[config.mk]
export PLATFORM = sky130hd
export DESIGN_NAME = piso_serial_transmitter
export DESIGN_NICKNAME = d
export VERILOG_FILES = /design/src/rtl/piso_pkg.sv /design/src/rtl/piso_shift_core.sv /design/src/rtl/piso_serial_transmitter.sv
export SDC_FILE = /design/constraint.sdc
export NUM_CORES = 1
export LEC_CHECK = 0
export CAP_MARGIN = 20
export CORE_AREA = 5 5 42 44
export DETAILED_ROUTE_END_ITERATION = 6
export DIE_AREA = 0 0 47 49
export PLACE_DENSITY = 0.74
export SETUP_SLACK_MARGIN = 0.1
export SYNTH_ARGS = -nofsm -noshare
export SYNTH_HDL_FRONTEND = slang
export SYNTH_SLANG_ARGS = --single-unit
[constraint.sdc]
create_clock -name clk -period 2.6 [get_ports clk]
set_input_delay 0.39 -clock clk [delete_from_list [all_inputs] [get_ports clk]]
set_output_delay 0.39 -clock clk [all_outputs]
set_load 0.005 [all_outputs]
[src/rtl/piso_pkg.sv]
// piso_pkg: shared state encoding and sizing helper for the PISO transmitter
package piso_pkg;
  typedef enum logic [1:0] {IDLE, SHIFT, GAP} state_t;
  function automatic int cnt_width(int w);
    return $clog2(w);
  endfunction
endpackage

[src/rtl/piso_shift_core.sv]
// piso_shift_core: loadable shift register whose direction is latched with the word
module piso_shift_core #(
  parameter int WIDTH = 4
) (
  input  logic             clk,
  input  logic             reset,
  input  logic             load,
  input  logic [WIDTH-1:0] load_data,
  input  logic             load_msb,
  input  logic             shift_en,
  output logic             head
);
  logic [WIDTH-1:0] shreg_q, shreg_d;
  logic             msb_q, msb_d;
  always_comb begin
    msb_d   = load ? load_msb : msb_q;
    shreg_d = load ? load_data : shift_en ? (msb_q ? shreg_q << 1 : shreg_q >> 1) : shreg_q;
  end
  always_ff @(posedge clk) begin
    if (reset) begin
      shreg_q <= '0;
      msb_q   <= 1'b0;
    end else begin
      shreg_q <= shreg_d;
      msb_q   <= msb_d;
    end
  end
  assign head = msb_q ? shreg_q[WIDTH-1] : shreg_q[0];
endmodule

[src/rtl/piso_serial_transmitter.sv]
// piso_serial_transmitter: valid/ready word loader feeding a one-bit-per-beat serial stream
module piso_serial_transmitter
  import piso_pkg::*;
#(
  parameter int WIDTH      = 4,
  parameter int GAP_CYCLES = 0
) (
  input  logic             clk,
  input  logic             reset,
  input  logic [WIDTH-1:0] load_data,
  input  logic             load_valid,
  output logic             load_ready,
  input  logic             msb_first,
  output logic             serial_out,
  output logic             serial_valid,
  input  logic             serial_ready,
  output logic             frame_start,
  output logic             frame_last,
  output logic             busy
);
  localparam int CW = cnt_width(WIDTH);
  localparam int GW = GAP_CYCLES > 1 ? $clog2(GAP_CYCLES) : 1;
  localparam logic [CW-1:0] LAST = CW'(WIDTH - 1);
  localparam logic [GW-1:0] GAP_LAST = GW'(GAP_CYCLES > 0 ? GAP_CYCLES - 1 : 0);
  state_t          state_q, state_d;
  logic [CW-1:0]   bit_cnt_q, bit_cnt_d;
  logic [GW-1:0]   gap_cnt_q, gap_cnt_d;
  logic            serial_valid_q, serial_valid_d;
  logic            last_beat, accept, shift_en;
  // With no gap, the last beat reopens the load window so words stream without a bubble
  always_comb begin
    last_beat      = state_q == SHIFT && serial_ready && bit_cnt_q == LAST;
    load_ready     = !reset && (state_q == IDLE || (GAP_CYCLES == 0 && last_beat));
    accept         = load_valid && load_ready;
    shift_en       = state_q == SHIFT && serial_ready && !accept;
    state_d        = state_q;
    bit_cnt_d      = bit_cnt_q;
    gap_cnt_d      = gap_cnt_q;
    if (accept) begin
      state_d   = SHIFT;
      bit_cnt_d = '0;
    end else if (last_beat) begin
      state_d   = GAP_CYCLES > 0 ? GAP : IDLE;
      gap_cnt_d = '0;
    end else if (shift_en) begin
      bit_cnt_d = bit_cnt_q + 1'b1;
    end else if (state_q == GAP) begin
      state_d   = gap_cnt_q == GAP_LAST ? IDLE : GAP;
      gap_cnt_d = gap_cnt_q + 1'b1;
    end
    serial_valid_d = state_d == SHIFT;
  end
  always_ff @(posedge clk) begin
    if (reset) begin
      state_q        <= IDLE;
      bit_cnt_q      <= '0;
      gap_cnt_q      <= '0;
      serial_valid_q <= 1'b0;
    end else begin
      state_q        <= state_d;
      bit_cnt_q      <= bit_cnt_d;
      gap_cnt_q      <= gap_cnt_d;
      serial_valid_q <= serial_valid_d;
    end
  end
  piso_shift_core #(.WIDTH(WIDTH)) u_core (
    .clk       (clk),
    .reset     (reset),
    .load      (accept),
    .load_data (load_data),
    .load_msb  (msb_first),
    .shift_en  (shift_en),
    .head      (serial_out)
  );
  assign serial_valid = serial_valid_q;
  assign frame_start  = serial_valid_q && bit_cnt_q == '0;
  assign frame_last   = serial_valid_q && bit_cnt_q == LAST;
  assign busy         = state_q != IDLE;
endmodule

==> results of run 1 <==
power by group:
group          internal, W  switching [W]
sequential        0.000177     0.00000761
clock            0.0000594      0.0000569
combinational    0.0000379      0.0000234
total             0.000274      0.0000879
critical path, delay by kind of cell (launching register included):
family,cells,cell delay [ps]
compound gates,1,490
fa+ha+maj,1,270
buf+inv,1,470
flops,1,330
simple gates,1,90
synth_stat cells, types with 2 or more instances:
cell type	instances
nor3_1	3
nand3b_1	2
or3b_1	2
nor2_1	5
mux2_2	3
xnor2_1	2
inv_1	3
ha_1	2
o2bb2ai_1	2
a21oi_1	2
and2_1	2
buf_2	2
dfxtp_1	11
nor2b_1	2
mux2i_1	3
nand2b_1	2
metrics by stage:
step	utilization	power, W	setup WS, ps	cells
finish	0.542	0.000362	290	93
global route	0.542	0.000385	105	93
CTS	0.542	0.000366	271	93
detailed placement	0.523	0.000250	352	89
global placement	0.523	0.000250	367	89
floorplan	-	0.000221	1060	63
sequential cells by signal, indices dropped and copies added (netlist names):
name and cells:
u_core.shreg_q 4, bit_cnt_q 2, state_q 2, gap_cnt_q 1, serial_valid 1, u_core.msb_q 1
how the worst max path moves through the flow:
stage            startpoint          to  slack [ps]  cells past startpoint
3_3_place_gp   serial_ready  load_ready         370                      4
5_1_grt        bit_cnt_q[0]  load_ready         100                      4
3_5_place_dp   serial_ready  load_ready         350                      4
4_1_cts        bit_cnt_q[0]  load_ready         270                      4
2_1_floorplan         reset   gap_cnt_q        1060                      5
6_report       bit_cnt_q[0]  load_ready         290                      4
metal layers:
layer / vias to the layer above / track usage / share of wire
li1: 253 / - / -
met1: 208 / 0.145 / 0.48
met2: 12 / 0.149 / 0.44
met3: 4 / 0.0480 / 0.049
met4: 0 / 0.0968 / 0.038
met5: - / 0 / 0
cell type report:
type / count / area share
well taps: 16 / 0.0264
repair buffers: 14 / 0.185
multi-input cells: 45 / 0.450
inverters: 3 / 0.0148
clock buffers: 4 / 0.0346
flip-flops and latches: 11 / 0.290
placed cells by master, fill, tap and decap left out, types with 3 or more instances in the layout:
cell type        Yosys  routed
clkbuf_4             0       3
clkdlybuf4s50_1      0      14
dfxtp_1             11      11
inv_1                3       3
mux2_2               3       3
mux2i_1              3       3
nor2_1               5       5
nor3_1               3       3
cell families after synthesis:
kind of cell | synth area share
buffers and inverters | 0.0607
AOI/OAI and AO/OA | 0.155
DFF | 0.368
and+or+nand+nor | 0.238
muxes | 0.107
xor gates and xnor gates | 0.0293
adders and majority gates | 0.0418
==> flow_summary.toml, run 1 <==
[placement]
place_area_um2 = 733
dp_hpwl_um = 890
port_buffers = 14
gp_congestion = 0.742

[cts]
cts_root_buf = "clkbuf_4"
ctsResizeCount = 0
cts_hold_buf = 0
clk_path_buf_depth = 2
htree_levels = 1
cts_buffers = 3
cts_sinks = 11
clk_pin_slew_ps = 70
clock_latency_ps = 270
cts_tree = "yes"
postCtsSetupBuffers = 0

[die]
die_area_um2 = 2300
die_w_um = 47
start_util = 0.427
rows = 14
num_io_pins = 15
fp.dieH_um = 49
coreArea_um2 = 1400

[critical_path]
worstPathArrival_ps = 1920
required_ps = 2210
r2r_slack_ps = 1020
critPathLaunchType = "flop"
cp_cell_sequence = "ha_1 > a21boi_1 > nor3_1 > clkdlybuf4s50_1"
r2r_start = "bit_cnt_q[0]"
crit_type = "reg -> out"
r2r-end = "u_core.shreg_q[2]"
worst_path_max_delay_cell = "a21boi_1"
crit_path_max_incr_delay_ps = 490
cp_max_fo = 9
worstSetupEndpointType = "output port"
reg2reg_depth = 4

[cells_and_area]
seqCellArea_um2 = 220
fillCellCount = 139
antennaDiodeCount = 0
multi_input_comb_area_um2 = 342
nets = 89
finish.instance_area_um2 = 759
drive_gt1_frac = 0.117
synthToLayoutAreaGrowth_pct = 27.0

[timing]
min_period_over_period = 0.888
slew_headroom = 0.611
fin_worst_skew_ps = 0.691
final-setup-viol-count = 0
rsz0062_at_grt = "no"
fin_setup_tns_ps = 0
slew_viol_final = 0
finalHoldViolCount = 0
whs_ps = 516
tightest_slew_ps = 576
timing.fmax_mhz = 433
final.min_clock_period_ps = 2310

[synthesis]
netlist.area_leader.share = 0.368
avgSynthCellArea_um2 = 9.49
syn_area_um2 = 598
synth.area.top_cells = "dfxtp_1 (37%), mux2_2 (5.6%), mux2i_1 (5.0%)"
yosysTopAreaCell = "dfxtp_1"
synth_warnings = 0
yosys_most_used_dff = "dfxtp_1"
netlist_instances = 63
synth_cell_type_count = 31
async_reset_ff_frac = 0
syn_nets = 74
ys_ff_latch = 11
synth-edff-count = 0
seq_area_frac_synth = 0.368

[global_route]
grt_pass1_vias = 450
grt_start_max_net_pins = 11
grt_pass1_wl_mm = 1.88
antenna_found_initial = 0
grt_usage = 0.117
grt_overflow = 0

[drt]
drc = 0
vias = 477
ant_nets = 0
first_pass_iters = 4
drtIter0Drc = 2
post_drt_wl_per_cell_um = 12.0
wl_mm = 1.12
viasPerCell = 5.13

[pwr]
power_density_nw_per_um2 = 477
power.leakage_nw = 0.291
irDropWorstVdd_mv = 0.319

[run]
drv_cap = 0

[hold_path]
hold_path_end = "u_core.shreg_q[3]"
hold_path_depth = 2
min_from = "u_core.shreg_q[2]"
min_path_type = "reg -> reg"

[outcome]
status = "completed"
No activity file was read; power rests on OpenSTA's default activity.
==> run 2: changes to the inputs <==
- HOLD_SLACK_MARGIN: unset -> 0.12
- PLACE_DENSITY: 0.74 -> 0.75
==> flow_summary.toml, run 2 (synthesis gave the netlist of run 1 again) <==
[placement]
place_area_um2 = 733
dp_hpwl_um = 854
gp_congestion = 0.660
port_buffers = 14

[global_route]
grt_start_max_net_pins = 11
grt_pass1_vias = 457
antenna_found_initial = 0
grt_pass1_wl_mm = 1.90
grt_usage = 0.115
grt_overflow = 0

[cts]
cts_root_buf = "clkbuf_4"
postCtsSetupBuffers = 0
cts_hold_buf = 0
clk_pin_slew_ps = 70
clk_path_buf_depth = 2
cts_sinks = 11
cts_buffers = 3
ctsResizeCount = 0
cts_tree = "yes"
htree_levels = 1
clock_latency_ps = 270

[pwr]
power_density_nw_per_um2 = 474
irDropWorstVdd_mv = 0.283
finalPower_w = 0.000360
power.leakage_nw = 0.291

[die]
die_w_um = 47
coreArea_um2 = 1400
fp.dieH_um = 49
num_io_pins = 15
start_util = 0.427
rows = 14
die_area_um2 = 2300

[cells_and_area]
layout_commonest_cell = "clkdlybuf4s50_1"
regMostFlops = "u_core.shreg_q"
finish.instance_area_um2 = 759
finish.utilization = 0.542
drive_gt1_frac = 0.117
synthToLayoutAreaGrowth_pct = 27.0
layout_common_cells = "clkdlybuf4s50_1 (14), dfxtp_1 (11), nor2_1 (5)"
nets = 89
largestRegisters = "u_core.shreg_q x4, bit_cnt_q x2, state_q x2"
largest_reg_flops = 4
antennaDiodeCount = 0
fillCellCount = 148

[drt]
ant_nets = 0
first_pass_iters = 4
drc = 0
viasPerCell = 5.05
drtIter0Drc = 13
post_drt_wl_per_cell_um = 11.8
vias = 470
wl_mm = 1.10

[critical_path]
reg2reg_depth = 4
crit_type = "reg -> out"
worstPathArrival_ps = 1930
worst_path_max_delay_cell = "a21boi_1"
worstSetupEndpointType = "output port"
r2r_slack_ps = 1000
cp_cell_sequence = "ha_1 > a21boi_1 > nor3_1 > clkdlybuf4s50_1"
required_ps = 2210
r2r-end = "u_core.shreg_q[1]"
critPathLaunch = "bit_cnt_q[0]"
r2r_start = "bit_cnt_q[0]"
cp-endpoint = "load_ready"
cp_max_fo = 9
crit_path_max_incr_delay_ps = 510
critPathLaunchType = "flop"

[hold_path]
min_from = "u_core.shreg_q[0]"
min_path_type = "reg -> reg"

[timing]
slew_headroom = 0.603
fin_setup_tns_ps = 0
final.min_clock_period_ps = 2320
timing.fmax_mhz = 430
slew_viol_final = 0
rsz0062_at_grt = "no"
fin_worst_skew_ps = 2.69
final-setup-viol-count = 0
tightest_slew_ps = 587
min_period_over_period = 0.894
finalHoldViolCount = 0

[outcome]
status = "completed"

[run]
drv_cap = 0
-- run 2: worst min-delay path by stage --
stage | endpoint | slack (ps) | cells after the start
2_1_floorplan | u_core.shreg_q[0] | 470 | 2
3_3_place_gp | u_core.shreg_q[0] | 500 | 2
3_5_place_dp | u_core.shreg_q[0] | 500 | 2
4_1_cts | u_core.shreg_q[0] | 510 | 2
5_1_grt | u_core.shreg_q[0] | 530 | 2
6_report | u_core.shreg_q[0] | 500 | 2
-- run 2: worst max-delay path: cells and delay by family (launching register included) --
| kind | cells | cell delay (ps) |
|---|---|---|
| and+or+nand+nor | 1 | 90 |
| DFF | 1 | 330 |
| buffers and inverters | 1 | 460 |
| AOI/OAI and AO/OA | 1 | 510 |
| adders and majority gates | 1 | 280 |
-- run 2: metrics by stage --
stage / hold slack (ps) / worst slack (ps) / cells
floorplan: 470 / 1060 / 63
detailed placement: 498 / 332 / 89
finish: 503 / 275 / 93
global placement: 499 / 378 / 89
CTS: 510 / 261 / 93
global route: 531 / 130 / 93
-- run 2: where the power goes --
part           internal, W  switching (W)
sequential        0.000177     0.00000734
clock            0.0000594      0.0000552
combinational    0.0000378      0.0000233
-- run 2: metal layers --
layer	track usage	routed length, um	vias to the layer above
met5	0	0	-
li1	-	-	249
met4	0.0553	14	0
met3	0.0554	72	2
met1	0.154	518	207
met2	0.152	491	12
-- run 2: final cells by class --
cell class	count	area, um2	share of cell area
Multi-Input combinational cell	45	342	0.450
Sequential cell	11	220	0.290
Timing Repair Buffer	14	140	0.185
Clock buffer	4	26.3	0.0346
Tap cell	16	20.0	0.0264
Inverter	3	11.3	0.0148
==> run 3: changes to the inputs <==
- CORE_AREA: 5 5 42 44 -> unset
- CORE_MARGIN: unset -> 5
- CORE_UTILIZATION: unset -> 46
- DIE_AREA: 0 0 47 49 -> unset
- PLACE_DENSITY: 0.75 -> 0.77
- clock period: 2.6 -> 2.19 ns (I/O delays scaled with it)
==> flow_summary.toml, run 3 (synthesis gave the netlist of run 1 again) <==
[die]
num_io_pins = 15
rows = 13
die_w_um = 46.1
fp.dieH_um = 46.1
die_area_um2 = 2120
coreArea_um2 = 1270
start_util = 0.471

[critical_path]
required_ps = 1860
worstSetupEndpointType = "output port"
worst_path_max_delay_cell = "clkdlybuf4s50_1"
cp.depth = 4
reg2reg_depth = 3
cp_cell_sequence = "ha_2 > a21boi_1 > nor3_1 > clkdlybuf4s50_1"
critPathBufInv = 1
crit_path_max_incr_delay_ps = 540
cp_max_fo = 5
worstPathArrival_ps = 1670
critPathTopFamily = "buffers and inverters"
crit_type = "reg -> out"
critPathLaunchType = "flop"

[timing]
timing.fmax_mhz = 501
setup_slack_ps = 195
slew_headroom = 0.647
min_period_over_period = 0.911
slew_viol_final = 0
tightest_slew_ps = 523
fin_worst_skew_ps = 4.08
rsz0062_at_grt = "no"
finalHoldViolCount = 0
final-setup-viol-count = 0
final.min_clock_period_ps = 2000
fin_setup_tns_ps = 0

[cts]
cts_root_buf = "clkbuf_4"
cts_tree = "yes"
clk_pin_slew_ps = 70
postCtsSetupBuffers = 0
cts_buffers = 3
clock_latency_ps = 270
cts_hold_buf = 0
htree_levels = 1
cts_sinks = 11
clk_path_buf_depth = 2

[drt]
ant_nets = 0
wl_mm = 1.15
first_pass_iters = 4
vias = 499
post_drt_wl_per_cell_um = 12.3
drtIter0Drc = 2
viasPerCell = 5.31
drc = 0

[cells_and_area]
layout_commonest_cell = "clkdlybuf4s50_1"
regMostFlops = "u_core.shreg_q"
largest_reg_flops = 4
fillCellCount = 113
layout_common_cells = "clkdlybuf4s50_1 (14), dfxtp_1 (11), nor2_1 (5)"
antennaDiodeCount = 0
drive_gt1_frac = 0.152
fin_cells = 94
nets = 91
finish.utilization = 0.611
largestRegisters = "u_core.shreg_q x4, bit_cnt_q x2, state_q x2"
synthToLayoutAreaGrowth_pct = 29.7

[placement]
dp_hpwl_um = 927
post-place-ws_ps = 239
dp.cells = 90
port_buffers = 14
gp_congestion = 0.752

[pwr]
power_density_nw_per_um2 = 564
irDropWorstVdd_mv = 0.387
power.leakage_nw = 0.298

[global_route]
grt_start_max_net_pins = 11
grt_usage = 0.134
antenna_found_initial = 0
grt_pass1_wl_mm = 1.94
grt_pass1_vias = 458
grt_overflow = 0

[outcome]
status = "completed"

[hold_path]
min_path_type = "reg -> reg"
hold_path_depth = 2

[run]
drv_cap = 0
run 3: cell count changes in the layout (fill, tap and decap cells not counted), sizes merged:
| cell | previous run | this run |
|---|---|---|
| buf | 0 | 2 |
run 3: area by class of cell:
class | instances | area (um2) | share of cell area
sequential | 11 | 220 | 0.284
tap | 15 | 18.8 | 0.0242
inverter | 3 | 11.3 | 0.0145
multi-input combinational | 45 | 344 | 0.444
clock buffer | 4 | 26.3 | 0.0339
timing repair buffer | 16 | 155 | 0.200
run 3: worst register-to-register path: stages, from the launching register on:
cell and delay, ps:
dfxtp_1 390, or3b_1 510, or2_4 280, a311oi_2 240
run 3: worst paths after layout:
check | startpoint | end | slack (ps)
worst max-delay path | bit_cnt_q[0] | load_ready | 190
worst min register to register | u_core.shreg_q[0] | u_core.shreg_q[0] | 510
worst max register to register | state_q[1] | gap_cnt_q | 690
worst min-delay path | u_core.shreg_q[0] | u_core.shreg_q[0] | 510
run 3: per-stage QoR:
step	hold WS, ps	instance area, um2	power [W]
global route	542	776	0.000459
finish	508	776	0.000437
global placement	490	747	0.000299
floorplan	445	598	0.000262
CTS	512	773	0.000441
detailed placement	502	747	0.000301
run 3: repair_timing:
action	4_1_cts	5_1_grt
endpoints found under the hold margin	0	0
endpoints found under the setup margin	0	1
resized for setup	0	1
run 3: report_power, final:
part / total [W] / switching, W / internal, W
Combinational: 0.0000768 / 0.0000289 / 0.0000478
Sequential: 0.000219 / 0.00000896 / 0.000210
Clock: 0.000142 / 0.0000710 / 0.0000706
Total: 0.000437 / 0.000109 / 0.000328
run 3: layer usage:
metal / wire length (um) / global-route usage / vias up
li1: - / - / 257
met1: 524 / 0.146 / 226
met2: 540 / 0.223 / 12
met3: 67 / 0.0391 / 4
met4: 21 / 0.0852 / 0
met5: 0 / 0 / -
